File: src/rtl/bit_permute_unit.sv
// Sequential bit reorder unit: reverse, rotate left/right by a latched amount
// (one bit per cycle), or pass-through, with a START/BUSY/DONE handshake.
//
// state  | meaning
// -------+----------------------------------------------------------------
// S_IDLE | waiting for start; operands are latched on the accepting edge
// S_RUN  | rotating one bit per edge, or committing the result
// S_FIN  | done pulse; outdata holds the new result
module bit_permute_unit #(
   parameter int WIDTH = 8,
   parameter int AMT_W = 3
) (
   input  logic             clk,
   input  logic             reset,
   input  logic             start,
   input  logic [1:0]       mode,
   input  logic [AMT_W-1:0] amount,
   input  logic [WIDTH-1:0] indata,
   output logic [WIDTH-1:0] outdata,
   output logic             busy,
   output logic             done
);

   typedef enum logic [1:0] {
      S_IDLE = 2'b00,
      S_RUN  = 2'b01,
      S_FIN  = 2'b10
   } state_t;

   localparam logic [1:0] M_REV  = 2'b00;
   localparam logic [1:0] M_ROL  = 2'b01;
   localparam logic [1:0] M_ROR  = 2'b10;
   localparam logic [1:0] M_PASS = 2'b11;

   state_t           state;
   state_t           state_nx;
   logic [WIDTH-1:0] work;
   logic [1:0]       mode_r;
   logic [AMT_W-1:0] cnt;

   logic             load;
   logic             rot;
   logic             commit;
   logic [WIDTH-1:0] rev_w;
   logic [WIDTH-1:0] rot_w;
   logic [WIDTH-1:0] res_w;

   always_ff @(posedge clk) begin
      if (reset) state <= S_IDLE;
      else       state <= state_nx;
   end

   always_comb begin
      state_nx = state;
      load     = 1'b0;
      rot      = 1'b0;
      commit   = 1'b0;
      case (state)
         S_IDLE: begin
            if (start) begin
               load     = 1'b1;
               state_nx = S_RUN;
            end
         end
         S_RUN: begin
            if ((mode_r == M_ROL || mode_r == M_ROR) && cnt != '0) begin
               rot = 1'b1;
            end else begin
               commit   = 1'b1;
               state_nx = S_FIN;
            end
         end
         S_FIN:   state_nx = S_IDLE;
         default: state_nx = S_IDLE;
      endcase
   end

   always_comb begin
      rev_w = '0;
      for (int i = 0; i < WIDTH; i++) begin
         rev_w[i] = work[WIDTH-1-i];
      end
   end

   always_comb begin
      rot_w = work;
      if (mode_r == M_ROL) rot_w = {work[WIDTH-2:0], work[WIDTH-1]};
      else                 rot_w = {work[0], work[WIDTH-1:1]};
   end

   // PASS and finished rotates both deliver the work register unchanged
   assign res_w = (mode_r == M_REV) ? rev_w : work;

   always_ff @(posedge clk) begin
      if (reset) begin
         work    <= '0;
         mode_r  <= M_REV;
         cnt     <= '0;
         outdata <= '0;
      end else begin
         if (load) begin
            work   <= indata;
            mode_r <= mode;
            cnt    <= amount;
         end
         if (rot) begin
            work <= rot_w;
            cnt  <= cnt - AMT_W'(1);
         end
         if (commit) outdata <= res_w;
      end
   end

   assign busy = (state != S_IDLE);
   assign done = (state == S_FIN);

   logic unused_pass;
   assign unused_pass = (M_PASS == 2'b11);

endmodule

File: config.mk
export PLATFORM = sky130hd
export DESIGN_NAME = bit_permute_unit
export DESIGN_NICKNAME = d
export VERILOG_FILES = /design/src/rtl/bit_permute_unit.sv
export SDC_FILE = /design/constraint.sdc
export NUM_CORES = 1
export LEC_CHECK = 0
export CAP_MARGIN = 20
export CORE_ASPECT_RATIO = 0.7
export CORE_UTILIZATION = 25
export DETAILED_ROUTE_END_ITERATION = 12
export DONT_BUFFER_PORTS = 1
export SYNTH_ARGS = -nofsm -noshare
export SYNTH_HDL_FRONTEND = slang
export SYNTH_SLANG_ARGS = --single-unit
File: constraint.sdc
create_clock -name clk -period 3.15 [get_ports clk]
set_clock_uncertainty 0.15 [all_clocks]
set_input_delay 0 -clock clk [delete_from_list [all_inputs] [get_ports clk]]
set_output_delay 0 -clock clk [all_outputs]
set_load 0.05 [all_outputs]
# Word-level counts from Yosys, hierarchy flattened

Index checks and enable logic that the tools add are counted.

Logic and storage cells: 35
Memory bits (writable): 0
Latch bits: 0
Input port bits: 16
Memories kept: 0
Output and inout port bits: 10
Memory bits (read-only): 0
Bits in registers: 23

Shift operators: 0
Multiplexer cells: 15
Add/sub/neg operators: 1
Magnitude comparators: 0
Multipliers: 0
Bitwise operators: 0
Reductions and logical operators: 8
Eq/ne operators: 6
Div/mod/pow operators: 0

Operators by type and width:

| kind                | count |
|---|---|
| $mux 8              | 4 |
| $mux 1              | 6 |
| $mux 3              | 2 |
| $eq 2x1->1 const B  | 2 |
| $eq 2x2->1 const B  | 2 |
| $logic_not 2->1     | 2 |
| $mux 2              | 2 |
| $ne 2x2->1 const B  | 2 |
| $pmux 2 s2          | 1 |
| $reduce_bool 2->1   | 2 |
| $reduce_bool 3->1   | 1 |
| $sub 3x1->3 const B | 1 |
| $reduce_and 2->1    | 1 |
| $logic_and 1x1->1   | 1 |
| $logic_or 1x1->1    | 1 |

# Depth between registers and ports, before layout

Gate-level depths: netlist (run 1).

Depth after elaboration: 6
Gate-level depth with buffers: 8
Gate-level depth less buffers: 6

# Least setup slack after synthesis (run 1)

No wires, ideal clock.

Kind: register to register
Start point: register cnt[0]
End point: register state[1]
Setup time: 114 ps
Period minus slack after synthesis: 1728 ps
Data arrival time: 1464 ps
Stages on the path, launching flop included: 9
Path buffers: 2
Required time: 2886 ps
Setup slack: 1422 ps
Path through: dfxtp_1 -> inv_1 -> ha_1 -> ha_1 -> nand2b_1 -> clkbuf_1 -> and2_1 -> buf_6 -> and2b_1

Longest elaborated chain between the ends: 4

Ends and longest elaborated chain:

| what                       | line | RTL |
|---|---|---|
| start: declaration         | 39   | `logic [AMT_W-1:0] cnt;` |
| start signal: assignment   | 104  | `cnt <= amount;` |
| start signal: assignment   | 108  | `cnt <= cnt - AMT_W'(1);` |
| $reduce_bool 3->1          | 66   | `if ((mode_r == M_ROL \|\| mode_r == M_ROR) && cnt != '0) begin` |
| $logic_and 1x1->1          | 66   |  |
| $ne 2x2->1 (no line)       | -    |  |
| $reduce_and 2->1 (no line) | -    |  |
| end signal: assignment     | 50   | `else state <= state_nx;` |
| end: declaration           | 35   | `state_t state;` |

No other way between the ends.
A chain may end at the register's enable or synchronous reset.

# Final worst setup path (run 1)

Start point: register cnt[0]
End point: register work[4]

Longest elaborated chain between the ends: 5
Elaborated cells on any way between the ends: 6
Those cells by class: 3 x mux; 3 x reduce/logical

Ends and longest elaborated chain:

| what                                        | line | RTL |
|---|---|---|
| $reduce_bool 3->1 *                         | 66   |  |
| $logic_and 1x1->1 *                         | 66   |  |
| $mux 1 *                                    | 66   |  |
| $mux 1 *                                    | 58   | `case (state)` |
| $mux 8 or $reduce_bool 2->1 (tied branches) | -    |  |
| end signal: assignment                      | 102  | `work <= indata;` |
| end signal: assignment                      | 107  | `work <= rot_w;` |
| end: declaration                            | 37   | `logic [WIDTH-1:0] work;` |

Mark *: on every way between the ends. The rest lies on a longest branch, timed or not.

==> results of run 1 <==
[how the worst max path moves through the flow]
| stage | startpoint | to | slack [ns] | cells past startpoint |
|---|---|---|---|---|
| 2_1_floorplan | cnt[0] | state[1] | 1.42 | 8 |
| 3_3_place_gp | cnt[0] | work[7] | 1.21 | 6 |
| 3_5_place_dp | cnt[0] | work[7] | 1.19 | 6 |
| 4_1_cts | cnt[0] | work[4] | 0.66 | 7 |
| 5_1_grt | mode_r[0] | outdata[2] | 0.54 | 6 |
| 6_report | cnt[0] | work[4] | 0.64 | 7 |
[layout make-up]
cell class                      instances  area (sq um)  share of cell area, %
Multi-Input combinational cell         86           736                   47.6
Sequential cell                        23           460                   29.8
Inverter                                5          18.8                   1.21
Clock inverter                          1          5.00                  0.324
Timing Repair Buffer                   19           198                   12.8
Clock buffer                            3          41.3                   2.67
Tap cell                               69          86.3                   5.59
[per-stage QoR]
stage | utilization [%] | area [sq um]
after floorplan | - | 1310
after global placement | 26.8 | 1310
after detailed placement | 26.8 | 1310
after CTS | 31.6 | 1550
after global routing | 31.6 | 1550
final | 31.6 | 1550
[critical path: stages (launching register included)]
cell and delay (ns):
dfxtp_1 0.36, inv_1 0.05, ha_1 0.19, ha_1 0.20, and4bb_4 0.57, a21oi_1 0.09, a221oi_2 0.28, dlygate4sd3_1 0.58
[where the power goes]
group          internal, mW  total (mW)  switching (mW)
registers             0.314       0.368          0.0541
clock network        0.0885       0.188           0.100
logic                0.0762       0.159          0.0832
total                 0.479       0.716           0.237
[sequential cells by signal (all words and copies together), names as in the netlist]
name,cells
cnt,3
mode_r,2
outdata,8
state,2
work,8
[cell usage after synthesis, types with 2 or more instances]
master,count,share of area (%)
nand2_1,14,4.0
inv_1,5,1.4
a21oi_2,2,1.3
a211oi_1,2,1.1
buf_6,2,1.7
a211oi_2,8,7.7
a21oi_1,19,7.3
dfxtp_1,23,35
a221oi_2,9,10
mux2i_1,16,12
buf_4,2,1.1
clkbuf_1,3,0.86
ha_1,4,3.8
[cells in the final DEF (no fill, tap or decap), types with 2 or more instances in the layout]
master	count
clkbuf_8	3
a221oi_2	9
a21oi_1	19
nand2_1	14
inv_1	5
a211oi_2	8
a21oi_2	2
mux2i_1	16
ha_1	4
a211oi_1	2
dlygate4sd3_1	17
dfxtp_1	23
[metal layers]
layer / global-route usage (%) / part of all wire, % / routed length, microns / up-vias
met2: 14.9 / 40 / 1140 / 17
met3: 4.23 / 6.6 / 186 / 4
met1: 16.0 / 52 / 1480 / 432
met5: 0 / 0 / 0 / -
met4: 2.42 / 0.81 / 23 / 0
li1: - / - / - / 488
[cells by family (layout without fill, tap and decap cells)]
| group | after synthesis | after routing | share of synthesized area [%] |
|---|---|---|---|
| AO/OA/AOI/OAI | 42 | 42 | 28.8 |
| adder cells (fa/ha/maj) | 4 | 4 | 3.83 |
| buffers and inverters | 16 | 28 | 8.43 |
| flip-flops | 23 | 23 | 35.2 |
| multiplexers | 16 | 16 | 12.3 |
| AND/OR/NAND/NOR | 24 | 24 | 11.4 |
==> flow_summary.toml, run 1 <==
[sta]
final.setup.worst_slack_ns = 0.640
grt_setup_unrepaired = "no"
slew_violations = 0
max_clock_freq_ghz = 0.398
hold_slack_ns = 0.206
max_slew.worst_pin.slew_ns = 0.622
post-route-period-util_pct = 79.7
timing.max_slew.rel_slack_pct = 58.5
setup_viol = 0
setup-tns-final_ns = 0
final_period_minus_worst_setup_slack_ns = 2.51
timing_hold_violations_final = 0

[synthesis]
synth-async-reset-ratio_pct = 0
synth_fp_nets = 145
synth_sequential_area_ratio_pct = 35.2
post_synthesis_instance_area_sq_mm = 0.00131
synthesis.yosys.warnings = 0
synth-seq-cells = 23
mean_post_synth_cell_area_sq_um = 10.5
number_of_enable_flip_flop_cells_after_synthesis = 0
post_synth_inst_count = 125
ys_types = 29
synthFlopType = "dfxtp_1"

[grt]
grt.overflow.total = 0
first_global_vias = 945
initial_antenna_violation_count = 0
track_usage_pct = 10.9
grt_first_pass_wirelength_microns = 4740
grt_start_max_net_pins = 24

[clocking]
clock_tree_from_tritoncts = "yes"
cts_root_buf = "clkbuf_8"
post-cts-setup-buffer-count = 0
max-clock-path-buffers = 2
clk_latency_ns = 0.27
cts.sink_count = 23
cts_repair_resize_count = 0
cts-buffers-inserted = 3
number_of_h_tree_levels = 1
cts_hold_repair.buffers = 18
path_clk_slew_ns = 0.09

[place]
place_hpwl_microns = 2040
portBuffers = 0
final_weighted_congestion_in_routability_driven_placement = 0.762
pre_cts_slack_ns = 1.19
dp.cells = 184

[final_layout]
drive_gt1_share_pct = 21.2
final_net_count = 158
antenna-diode-count = 0
finish.cell_count_without_fillers = 206
layout-area-overhead-vs-synth_pct = 18.3
final.fill_count = 529

[floorplan]
dieArea_sq_mm = 0.00552
start_util_pct = 26.7
die_w_microns = 88.4
rows = 21
ioPinCount = 26
core_sq_mm = 0.00489
chipHeight_microns = 62.5

[routing]
drcViolationCount = 0
drt_pre_antenna_iters = 4
postRouteWirelength_microns = 2820
vias = 941
drt-wirelength-per-cell_microns = 13.7
vias_per_cell = 4.57
route.antenna.remaining_nets = 0
drt_iter0_markers = 32

[hold_path]
hold-path-cell-count = 2
hold_path.class = "in2reg"
whs_endpoint = "state[0]"
hold_path.startpoint = "start"

[critical_path]
crit_arrival_ns = 2.58
worst_r2r_path_depth = 7
worst-setup-path-type = "reg2reg"
worstReg2RegStart = "cnt[0]"
critical_path.max_fanout = 21
critical_path_startpoint_category = "register"
worst-r2r-setup-slack_ns = 0.64
data_required_critical_path_ns = 3.22
rr_endpoint = "work[4]"
critical_path.endpoint_type = "register"

[run_status]
status = "complete, no violations"

[power]
ir_drop_v = 0.000159
power_density_mw_per_mm2 = 463
total_power_mw = 0.716
leakage_nw = 0.535

[run]
drv.max_cap_violation_count = 0
Note: power is estimated with default switching activity, not from simulation.
==> inputs of run 2 (changes only) <==
==> constraint.sdc (replaced) <==
create_clock -name clk -period 2.5 [get_ports clk]
set_clock_uncertainty 0.15 [all_clocks]
set_input_delay 0 -clock clk [delete_from_list [all_inputs] [get_ports clk]]
set_output_delay 0 -clock clk [all_outputs]
set_load 0.05 [all_outputs]
==> flow_summary.toml, run 2 (same netlist as run 1, synthesis figures left out) <==
[critical_path]
critical_path.max_fanout = 9
path_cells = "inv_1 > ha_1 > ha_1 > nand2b_1 > and2_1 > a211oi_2 > dlygate4sd3_1"
crit_arrival_ns = 2.32
data_required_critical_path_ns = 2.56
cp_slowest_stage_delay_ns = 0.56
critical_path_startpoint_category = "register"
cpMostUsedCell = "ha_1"
slowest_cell_on_the_critical_path = "dlygate4sd3_1"
worstPathBufferInverterCount = 2
critical_path.endpoint_type = "register"
worst-setup-path-type = "reg2reg"
critPathTopFamily = "buffers and inverters"

[final_layout]
layout.cells.most_common = "dfxtp_1"
layout.cells.most_common_list = "23 x dfxtp_1, 19 x a21oi_1, 16 x mux2i_1, 16 x dlygate4sd3_1, 14 x nand2_1"
fin_area_sq_mm = 0.00154
final_net_count = 158
largestRegisters = "outdata: 8 flops, work: 8 flops, cnt: 3 flops"
antenna-diode-count = 0
fin_util_pct = 31.5
layout-area-overhead-vs-synth_pct = 18.0
drive_gt1_share_pct = 21.2

[routing]
postRouteWirelength_microns = 2940
drt_iter0_markers = 56
drcViolationCount = 0
drt_pre_antenna_iters = 4
vias_per_cell = 4.76
route.antenna.remaining_nets = 0
drt-wirelength-per-cell_microns = 14.3
vias = 981

[sta]
grt_setup_unrepaired = "no"
post-route-period-util_pct = 90.3
setup-tns-final_ns = 0
max_clock_freq_ghz = 0.443
max_slew.worst_pin.slew_ns = 0.640
slew_violations = 0
final_period_minus_worst_setup_slack_ns = 2.26
timing.max_slew.rel_slack_pct = 57.3
setup_viol = 0
timing_hold_violations_final = 0

[clocking]
clock_tree_from_tritoncts = "yes"
cts_repair_resize_count = 0
post-cts-setup-buffer-count = 0
path_clk_slew_ns = 0.08
cts_root_buf = "clkbuf_8"
cts_hold_repair.buffers = 17
clk_latency_ns = 0.26
max-clock-path-buffers = 2
cts.sink_count = 23
number_of_h_tree_levels = 1
cts-buffers-inserted = 3

[place]
dpl_cell_area_sq_mm = 0.00132
place_hpwl_microns = 2110
final_weighted_congestion_in_routability_driven_placement = 0.749
portBuffers = 0

[floorplan]
dieArea_sq_mm = 0.00552
die_w_microns = 88.4
core_sq_mm = 0.00489
ioPinCount = 26
chipHeight_microns = 62.5
start_util_pct = 26.7
rows = 21

[grt]
grt_start_max_net_pins = 24
grt_use_met1_pct = 16.9
track_usage_pct = 11.5
gr-max-usage-layer = "met1"
grt.overflow.total = 0
grt_use_met2_pct = 16.2
first_global_vias = 974
grt_first_pass_wirelength_microns = 4930
initial_antenna_violation_count = 0
gr-usage-met3_pct = 3.83

[hold_path]
hold_path.class = "in2reg"

[run]
drv.max_cap_violation_count = 0

[power]
ir_drop_v = 0.000193
leakage_nw = 0.528
power_density_mw_per_mm2 = 585

[run_status]
status = "complete, no violations"
==> run 2: final timing paths <==
| path | to | slack (ns) | start | cells past startpoint |
|---|---|---|---|---|
| worst min register to register | cnt[2] | 0.33 | cnt[2] | 2 |
| worst max-delay path | outdata[2] | 0.24 | cnt[0] | 7 |
| worst min-delay path | state[0] | 0.21 | start | 2 |
| worst max register to register | outdata[2] | 0.24 | cnt[0] | 7 |
==> run 2: layout make-up <==
class / count / area [sq um]
inverter: 5 / 18.8
timing repair buffer: 19 / 195
sequential: 23 / 460
tap: 69 / 86.3
clock buffer: 4 / 45.0
multi-input combinational: 86 / 736
fill: 538 / 3350
==> run 2: report_power, final <==
part	switching [mW]	leakage, nW	internal, mW
Clock	0.121	0.0228	0.114
Sequential	0.0689	0.189	0.396
Combinational	0.107	0.316	0.0961
==> run 2: per-stage QoR <==
| step | power (mW) | instances | hold slack [ns] | worst slack, ns |
|---|---|---|---|---|
| detailed placement | 0.642 | 185 | -0.0785 | 0.532 |
| CTS | 0.910 | 206 | 0.204 | 0.259 |
| finish | 0.903 | 206 | 0.208 | 0.242 |
| floorplan | 0.624 | 125 | -0.0838 | 0.772 |
| global route | 0.952 | 206 | 0.247 | 0.132 |
| global placement | 0.639 | 185 | -0.0810 | 0.578 |
==> run 2: worst reg2reg max path, cell delays in order, from the launching register on <==
cell and delay (ns):
dfxtp_1 0.36, inv_1 0.05, ha_1 0.19, ha_1 0.20, nand2b_1 0.17, and2_1 0.31
a211oi_2 0.22, dlygate4sd3_1 0.56
==> run 2: per-layer routing <==
| metal | routed length, microns | share of wire (%) |
|---|---|---|
| met1 | 1570 | 53 |
| met2 | 1230 | 42 |
| met3 | 134 | 4.6 |
| met4 | 12 | 0.41 |
| met5 | 0 | 0 |
==> inputs of run 3 (changes only) <==
--- a/config.mk
+++ b/config.mk
@@ -8,6 +8,7 @@
 export CAP_MARGIN = 20
 export CORE_ASPECT_RATIO = 0.7
 export CORE_UTILIZATION = 25
+export CTS_BUF_LIST = sky130_fd_sc_hd__clkbuf_4
 export DETAILED_ROUTE_END_ITERATION = 12
 export DONT_BUFFER_PORTS = 1
 export SYNTH_ARGS = -nofsm -noshare
==> flow_summary.toml, run 3 (same netlist as run 1, synthesis figures left out) <==
[clocking]
clk_latency_ns = 0.31
path_clk_slew_ns = 0.13
cts-buffers-inserted = 3
cts.sink_count = 23
clock_tree_from_tritoncts = "yes"
cts_root_buf = "clkbuf_4"
number_of_h_tree_levels = 1
max-clock-path-buffers = 2
post-cts-setup-buffer-count = 0
cts_repair_resize_count = 0

[sta]
timing_hold_violations_final = 0
max_slew.worst_pin.slew_ns = 0.651
max_clock_freq_ghz = 0.420
setup-tns-final_ns = 0
final_period_minus_worst_setup_slack_ns = 2.38
final.setup.worst_slack_ns = 0.119
setup_viol = 0
slew_violations = 0
post-route-period-util_pct = 95.2
hold_slack_ns = 0.144
timing.max_slew.rel_slack_pct = 56.5
grt_setup_unrepaired = "no"

[final_layout]
finish.cell_count_without_fillers = 208
layout.cells.most_common = "dfxtp_1"
antenna-diode-count = 0
fin_area_sq_mm = 0.00155
drive_gt1_share_pct = 22.3
fin_util_pct = 31.7
largestRegisters = "outdata: 8 flops, work: 8 flops, cnt: 3 flops"
layout-area-overhead-vs-synth_pct = 18.6
final.fill_count = 536
layout.cells.most_common_list = "23 x dfxtp_1, 19 x a21oi_1, 17 x dlygate4sd3_1"
final_net_count = 160

[hold_path]
hold_path.class = "in2reg"
hold-path-cell-count = 2

[place]
portBuffers = 0
final_weighted_congestion_in_routability_driven_placement = 0.749
place_hpwl_microns = 2110
dpl_cell_area_sq_mm = 0.00132
pre_cts_slack_ns = 0.532
dp.cells = 185

[floorplan]
ioPinCount = 26
die_w_microns = 88.4
start_util_pct = 26.7
rows = 21
chipHeight_microns = 62.5
dieArea_sq_mm = 0.00552
core_sq_mm = 0.00489

[power]
seq_power_share_pct = 53.9
total_power_mw = 0.865
leakage_nw = 0.534
power_density_mw_per_mm2 = 558
internal_portion_of_total_power_mw = 0.568
portion_of_total_power_attributed_to_the_clock_network_pct = 21.9
ir_drop_v = 0.000234
total_switching_power_mw = 0.296
fraction_of_power_consumed_by_combinational_cells_pct = 24.2
swShare_pct = 34.3

[grt]
grt.overflow.total = 0
grt_first_pass_wirelength_microns = 4960
first_global_vias = 982
track_usage_pct = 11.5
initial_antenna_violation_count = 0
grt_start_max_net_pins = 24

[routing]
drt_pre_antenna_iters = 4
vias_per_cell = 4.78
postRouteWirelength_microns = 3120
vias = 995
route.antenna.remaining_nets = 0
drt-wirelength-per-cell_microns = 15.0
drt_iter0_markers = 78
drcViolationCount = 0

[critical_path]
worst-setup-path-type = "reg2reg"
worst-r2r-setup-slack_ns = 0.12
critical_path_startpoint_category = "register"
data_required_critical_path_ns = 2.61
worst_r2r_path_depth = 7
critical_path.max_fanout = 11
crit_arrival_ns = 2.50
critical_path.endpoint_type = "register"

[run_status]
status = "complete, no violations"

[run]
drv.max_cap_violation_count = 0
[run 3: changes by cell type in the layout (fill, tap and decap cells not counted)]
cell and delta:
clkbuf_8 -3, and4bb_2 +1, clkbuf_1 -1, clkbuf_4 +4
dlygate4sd3_1 +1
[run 3: final cells by class]
type                       instances  area (sq um)  share of cell area, %
timing repair buffer              20           205                   13.2
clock buffer                       4          30.0                   1.94
inverter                           5          18.8                   1.21
sequential                        23           460                   29.7
tap                               69          86.3                   5.57
multi-input combinational         87           748                   48.3
[run 3: power groups by stage]
stage / clock (mW) / sequential (mW) / combinational, mW
global placement: 0 / 0.473 / 0.166
finish: 0.189 / 0.466 / 0.210
global route: 0.212 / 0.471 / 0.230
CTS: 0.197 / 0.465 / 0.205
floorplan: 0 / 0.463 / 0.161
detailed placement: 0 / 0.474 / 0.168
[run 3: layer usage]
layer / track usage [%] / part of all wire [%]
met1: 17.0 / 52
met2: 16.3 / 42
met3: 3.83 / 5.3
met4: 1.81 / 0.26
met5: 0 / 0
[run 3: final timing paths]
path | from | endpoint
worst max register to register | cnt[0] | work[6]
worst min-delay path | start | state[0]
worst min register to register | cnt[2] | cnt[2]
worst max-delay path | cnt[0] | work[6]
[run 3: worst max-delay path, cell delays in order (launching register included)]
cell and delay [ns]:
dfxtp_1 0.38, inv_1 0.05, ha_1 0.19, ha_1 0.22
and4bb_4 0.44, a21oi_2 0.05, a221oi_2 0.27, dlygate4sd3_1 0.58
[run 3: repair_timing]
action | CTS | global route
setup endpoints to repair | 0 | 1
hold endpoints to repair | 23 | 0
hold buffers | 18 | 0
